===== src/rtl/uncache_access_unit_pkg.sv =====
// uncache_access_unit_pkg: shared state/size encodings and watchdog default for the uncached access unit
package uncache_access_unit_pkg;
   typedef enum logic [1:0] {IDLE, REQ, WAIT, DONE} state_t;
   localparam logic [1:0] SIZE_B = 2'd0;
   localparam logic [1:0] SIZE_H = 2'd1;
   localparam logic [1:0] SIZE_W = 2'd2;
   localparam int TIMEOUT_CYCLES_DEF = 1024;
endpackage


===== src/rtl/uncache_access_unit_watchdog.sv =====
// uncache_watchdog: busy-cycle counter, expiry compare and stale-response pending flag (UNCACHE_TIMEOUT_EN builds only)
module uncache_watchdog
   import uncache_access_unit_pkg::*;
#(
   parameter int TIMEOUT_CYCLES = TIMEOUT_CYCLES_DEF
) (
   input  logic clk,
   input  logic rst,
   input  logic busy,
   input  logic waiting,
   input  logic data_ok,
   output logic expire,
   output logic pending
);
   localparam int TO_W = $clog2(TIMEOUT_CYCLES + 1);
   logic [TO_W-1:0] cnt;
   assign expire = busy & (cnt == TO_W'(TIMEOUT_CYCLES - 1));
   // count cycles spent in REQ/WAIT, clear whenever the unit is not busy
   always_ff @(posedge clk)
      if (rst) cnt <= '0;
      else cnt <= busy ? cnt + 1'b1 : '0;
   // an abandoned transaction whose address was accepted still owes a data_ok
   always_ff @(posedge clk)
      if (rst) pending <= 1'b0;
      else if (data_ok) pending <= 1'b0;
      else if (expire & waiting) pending <= 1'b1;
endmodule


===== src/rtl/uncache_access_unit.sv =====
// uncache_access_unit: single-outstanding uncached load/store over the SRAM-like bus; optional watchdog via UNCACHE_TIMEOUT_EN
module uncache_access_unit
   import uncache_access_unit_pkg::*;
#(
   parameter int TIMEOUT_CYCLES = TIMEOUT_CYCLES_DEF
) (
   input  logic        clk,
   input  logic        rst,
   input  logic        req_valid,
   output logic        req_ready,
   input  logic        req_we,
   input  logic [1:0]  req_size,
   input  logic [3:0]  req_wstrb,
   input  logic [31:0] req_paddr,
   input  logic [31:0] req_wdata,
   input  logic        flush,
   output logic        resp_valid,
   output logic [31:0] resp_rdata,
   output logic        resp_err,
   output logic        bus_req,
   output logic        bus_wr,
   output logic [1:0]  bus_size,
   output logic [31:0] bus_addr,
   output logic [3:0]  bus_wstrb,
   output logic [31:0] bus_wdata,
   input  logic        bus_addr_ok,
   input  logic        bus_data_ok,
   input  logic [31:0] bus_rdata
);
   state_t state;
   logic   drop, err_q, expire, pend;
`ifdef UNCACHE_TIMEOUT_EN
   uncache_watchdog #(.TIMEOUT_CYCLES(TIMEOUT_CYCLES)) u_wd (
      .clk     (clk),
      .rst     (rst),
      .busy    (state == REQ || state == WAIT),
      .waiting (state == WAIT),
      .data_ok (bus_data_ok),
      .expire  (expire),
      .pending (pend)
   );
`else
   assign expire = 1'b0;
   assign pend   = 1'b0;
`endif
   assign req_ready  = (state == IDLE) & ~pend;
   assign resp_valid = (state == DONE) & ~flush;
   assign resp_err   = err_q;
   // request/bus/response sequencing; the bus_* registers double as the request latch
   always_ff @(posedge clk)
      if (rst) begin
         state      <= IDLE;
         drop       <= 1'b0;
         err_q      <= 1'b0;
         resp_rdata <= '0;
         bus_req    <= 1'b0;
         bus_wr     <= 1'b0;
         bus_size   <= '0;
         bus_addr   <= '0;
         bus_wstrb  <= '0;
         bus_wdata  <= '0;
      end else
         case (state)
            IDLE: begin
               drop <= 1'b0;
               if (req_valid & req_ready & ~flush) begin
                  state     <= REQ;
                  bus_req   <= 1'b1;
                  bus_wr    <= req_we;
                  bus_size  <= req_size;
                  bus_addr  <= req_paddr;
                  bus_wstrb <= req_we ? req_wstrb : 4'h0;
                  bus_wdata <= req_wdata;
               end
            end
            REQ:
               if (bus_addr_ok) begin
                  bus_req <= 1'b0;
                  if (bus_data_ok) begin
                     state      <= flush ? IDLE : DONE;
                     resp_rdata <= bus_wr ? 32'h0 : bus_rdata;
                  end else begin
                     state <= WAIT;
                     drop  <= flush;
                  end
               end else if (flush) begin
                  bus_req <= 1'b0;
                  state   <= IDLE;
               end else if (expire) begin
                  bus_req    <= 1'b0;
                  state      <= DONE;
                  err_q      <= 1'b1;
                  resp_rdata <= 32'h0;
               end
            WAIT:
               if (bus_data_ok) begin
                  state      <= (drop | flush) ? IDLE : DONE;
                  resp_rdata <= bus_wr ? 32'h0 : bus_rdata;
                  drop       <= 1'b0;
               end else if (expire) begin
                  state      <= (drop | flush) ? IDLE : DONE;
                  err_q      <= ~(drop | flush);
                  resp_rdata <= 32'h0;
                  drop       <= 1'b0;
               end else
                  drop <= drop | flush;
            DONE: begin
               state <= IDLE;
               err_q <= 1'b0;
            end
         endcase
endmodule

===== config.mk =====
export PLATFORM = sky130hd
export DESIGN_NAME = uncache_access_unit
export DESIGN_NICKNAME = d
export VERILOG_FILES = /design/src/rtl/uncache_access_unit_pkg.sv /design/src/rtl/uncache_access_unit_watchdog.sv /design/src/rtl/uncache_access_unit.sv
export SDC_FILE = /design/constraint.sdc
export NUM_CORES = 1
export LEC_CHECK = 0
export ABC_AREA = 1
export CAP_MARGIN = 20
export CORE_MARGIN = 2
export CORE_UTILIZATION = 30
export DETAILED_ROUTE_END_ITERATION = 8
export GPL_TIMING_DRIVEN = 0
export PLACE_DENSITY = 0.66
export REMOVE_ABC_BUFFERS = 1
export SYNTH_ARGS = -nofsm -noshare
export SYNTH_HDL_FRONTEND = slang
export SYNTH_SLANG_ARGS = --single-unit
export TNS_END_PERCENT = 20

===== constraint.sdc =====
create_clock -name clk -period 5.3 [get_ports clk]
set_clock_uncertainty 0.15 [all_clocks]
set_input_delay 1.06 -clock clk [delete_from_list [all_inputs] [get_ports clk]]
set_output_delay 1.06 -clock clk [all_outputs]
set_load 0.01 [all_outputs]

# Yosys cells after proc, flatten, opt, wreduce, memory -nomap -nowiden
# Cells that the tools add are included.
[word_totals] register_bits=107 input_bits=109 output_inout_bits=107 elab_cells=52
[op_classes] n_eq_ne=8 mux=21 bitwise=5 reduce_logical=9
[ops] op="2-to-1 mux 32 bit" count=3
[ops] op="one-hot mux 32 bit (2 select lines)" count=1
[ops] op="2-to-1 mux 2 bit" count=7
[ops] op="AND reduction 3 bit" count=3
[ops] op="one-hot mux 2 bit (4 select lines)" count=1
[ops] op="2-to-1 mux 1 bit" count=6
[ops] op="!= test 2 bit, second input constant" count=3
[ops] op="equality test 2 bit, second input constant" count=2
[ops] op="2-to-1 mux 4 bit" count=1
[ops] op="AND reduction 2 bit" count=2
[ops] op="nonzero test 2 bit" count=2
[ops] op="AND 1 bit" count=3
[ops] op="!= test 3 bit, second input constant" count=1
[ops] op="one-hot mux 1 bit (3 select lines)" count=1
[ops] op="nonzero test 3 bit" count=1
[ops] op="equality test 2 x 1 -> 1 bit, second input constant" count=1
[ops] op="logical NOT 2 bit" count=1
[ops] op="!= test 2 x 1 -> 1 bit, second input constant" count=1
[ops] op="one-hot mux 1 bit (2 select lines)" count=1
[ops] op="NOT 1 bit" count=1
[ops] op="OR 1 bit" count=1

# Depth between registers and ports, before layout
# Gate-level depths: netlist of run 1.
[logic_depth] depth_word=5 depth_mapped=10 ltp_nobuf=10

# Least setup slack after synthesis of run 1
# No wires, ideal clock.
[synth_path] kind="input to output" start="in flush" end="out resp_valid" arrival_time_ns=1.229 t_required_ns=4.090 slack_ns=2.861 cell_stages=1 path_buffers=0 cell_sequence="nor2_1"
[synth_between] elab_chain_cells=2
[synth_rtl] item="start, declared" line="uncache_access_unit.sv:16" source="input logic flush,"
[synth_rtl] item="NOT 1 bit" line="uncache_access_unit.sv:47" source="assign resp_valid = (state == DONE) & ~flush;"
[synth_rtl] item="AND 1 bit" line="uncache_access_unit.sv:47"
[synth_rtl] item="end, declared" line="uncache_access_unit.sv:17" source="output logic resp_valid,"
# Every way passes these cells.

# Worst setup path in the final report of run 1
# Same ends and word-level chain as after synthesis.

==> results of run 1 <==
-- cell families after synthesis --
kind of cell	Yosys count	synth area share [%]
simple gates	339	31.42
flops	107	51.77
compound gates	77	9.374
buf+inv	51	6.139
fa+ha+maj	4	1.210
other cells	1	0.09063
-- worst register-to-register path: cells and delay by family (launching register included) --
family	cells	cell delay, ns
buffers and inverters	3	1.01
and+or+nand+nor	3	0.72
adders and majority gates	1	0.24
DFF	1	0.33
-- layer usage --
layer	wire, um	share of wire [%]	GRT usage [%]
met5	0	0	0
met4	238	1.9	6.825
met3	1541	13	8.224
met2	5292	43	26.47
met1	5158	42	18.77
-- how the worst min path moves through the flow --
stage                    to    startpoint  cells after the start  slack, ns
2_1_floorplan  bus_wstrb[0]  bus_wstrb[0]                      2       0.33
3_3_place_gp   bus_wstrb[2]  bus_wstrb[2]                      2       0.30
3_5_place_dp   bus_wstrb[1]  bus_wstrb[1]                      2       0.32
4_1_cts        bus_wstrb[0]  bus_wstrb[0]                      2       0.33
5_1_grt        bus_wstrb[0]  bus_wstrb[0]                      2       0.34
6_report       bus_wstrb[1]  bus_wstrb[1]                      2       0.33
-- metrics by stage --
stage	worst slack (ns)	util [%]	cells
2_1_floorplan	2.275	-	544
3_5_place_dp	1.659	47.88	938
3_3_place_gp	0.5658	47.24	934
4_1_cts	1.803	50.00	953
5_1_grt	1.773	50.00	953
6_report	1.807	50.00	953
-- area by class of cell --
| type | count | area share [%] |
|---|---|---|
| clock buffer | 10 | 3.431 |
| clock inverter | 5 | 0.8061 |
| inverter | 16 | 0.9374 |
| multi-input combinational | 421 | 26.10 |
| sequential | 107 | 32.10 |
| tap | 176 | 3.300 |
| timing repair buffer | 218 | 33.33 |
-- sequential cells by signal, indices dropped and copies added, names as in the netlist, 2 cells and up --
name / cells
state: 2
bus_addr: 32
resp_rdata: 32
bus_size: 2
bus_wstrb: 4
bus_wdata: 32
-- where the power goes --
| part | internal [mW] | switching, mW |
|---|---|---|
| clock network | 0.364 | 0.301 |
| registers | 0.995 | 0.0957 |
| logic | 0.587 | 0.569 |
-- cells in the mapped netlist (all sizes together) --
| library cell | number | area (um^2) |
|---|---|---|
| nand4 | 1 | 6.260 |
| buf | 14 | 115.1 |
| ha | 4 | 50.05 |
| o21a | 1 | 7.510 |
| o21ai | 70 | 350.3 |
| nor3 | 1 | 16.27 |
| inv | 16 | 60.06 |
| nand3 | 4 | 25.02 |
| dfxtp | 107 | 2142 |
| clkbuf | 21 | 78.83 |
| nand2 | 123 | 461.7 |
| a21oi | 6 | 30.03 |
| conb | 1 | 3.750 |
| nor2 | 210 | 790.8 |
==> flow_metrics.tcl, run 1 <==
set metrics [dict create \
    outcome "complete, no violations" \
    cp_slowest_cell "clkdlybuf4s50_1" \
    reg2reg_setup_slack_ns 2.79 \
    multi_input_area_um2 1742 \
    grt_pass1_vias 4005 \
    grt_max_degree 104 \
    worstSetupEndpointType "output port" \
    crit_start "flush" \
    endpoint "resp_valid" \
    core_um2 13350 \
    hp-class "reg -> reg" \
    worstMarginPinSlew_ns 1.018 \
    clock_latency_ns 0.35 \
    rsz0062_at_grt "no" \
    cp.arrival_ns 2.28 \
    synth.distinct_cells 20 \
    min_period_over_period_pct 65.90 \
    max_freq_mhz 286.3 \
    placed_area_um2 6391 \
    cts_resized 0 \
    cts_root_buf "clkbuf_16" \
    fin_nets 886 \
    r2r_cells 7 \
    wl_per_cell_um 12.83 \
    cts_buffers 9 \
    tns_ns 0 \
    maxCapViolCount 0 \
    path_cells "clkdlybuf4s50_1 -> nor2_1 -> clkdlybuf4s50_1" \
    max_slew_margin_pct 32.05 \
    path_depth 3 \
    report.final.slew_viol_count 0 \
    cts_setup_buffers 0 \
    postCtsHoldBufs 0 \
    yosysSeqAreaShare_pct 51.77 \
    fin_crit_ns 3.493 \
    timing.rr.start "state[0]" \
    antenna_found_initial 0 \
    critPathLaunchType "primary input" \
    drive_above_1_share_pct 3.089 \
    syn_area_per_cell_um2 7.146 \
    cts_tree "yes" \
    r2r-end "bus_addr[19]" \
    die_area_um2 14750 \
    criticalPathCategory "in -> out" \
    via_per_inst 4.473 \
    port_buffers 214 \
    start_util_pct 31.00 \
    grtUsageTotal_pct 16.56 \
    htree_levels 3 \
    gp_congestion 0.8400 \
    power_mw 2.911 \
    area_delta_synth_final_pct 61.29 \
    dp_hpwl_mm 8.776 \
    slowest_delay_ns 0.54 \
    die_y_um 121.4 \
    clkTransAtPathRegs_ns 0.07 \
    stdcell_area_um2 6674 \
    p_leak_nw 2.706 \
    timing.hold.ws_ns 0.3310 \
    num-fill-cells 1293 \
    antenna_cells 0 \
    pin_count 216 \
    cp_common_cell "clkdlybuf4s50_1" \
    grt_pass1_wl_mm 19.31 \
    finalWirelength_mm 12.23 \
    grt_overflow 0 \
    netlist_instances 579 \
    power.density_nw_per_um2 436.1 \
    hold_violations 0 \
    ant_nets 0 \
    detail_route.first_pass.iterations 4 \
    cp_max_fo 6 \
    cp_data_required_time_ns 4.09 \
    mostFrequentLayoutCell "clkdlybuf4s50_1" \
    final_cell_mix "clkdlybuf4s50_1, nor2_1, nand2_1" \
    ir_worst_vdd_mv 0.1932 \
    setup_viol 0 \
    critical-path-top-delay-family "buffers and inverters" \
    ys_seq_elements 107 \
    cts.sinks 107 \
    rows 42 \
    drt_iter0_drc 131 \
    vias 4263 \
    crit_buf_inv 2 \
    die_w_um 121.4 \
    clk_path_buf_depth 2 \
    drc 0 \
    syn-cell-area_um2 4138 \
    ys_warn_count 0 \
    seq_area_um2 2142 \
]
Note: power is estimated with default switching activity, not from simulation.
==> run 2, diff against run 1 <==
==> constraint.sdc (replaced) <==
create_clock -name clk -period 3.6 [get_ports clk]
set_clock_uncertainty 0.15 [all_clocks]
set_input_delay 0.72 -clock clk [delete_from_list [all_inputs] [get_ports clk]]
set_output_delay 0.72 -clock clk [all_outputs]
set_load 0.01 [all_outputs]
==> results of run 2 <==
Same layout as run 1 (identical final DEF). Status: complete, no violations.
Main changes from that run: setup slack after placement 1.659 ns -> 0.2992 ns; setup slack after layout 1.807 ns -> 0.7407 ns; end point of the critical path resp_valid -> bus_addr[19]; register-to-register setup slack 2.79 ns -> 1.09 ns; total power 2.911 mW -> 4.285 mW; worst IR drop on VDD 0.1932 mV -> 0.2844 mV
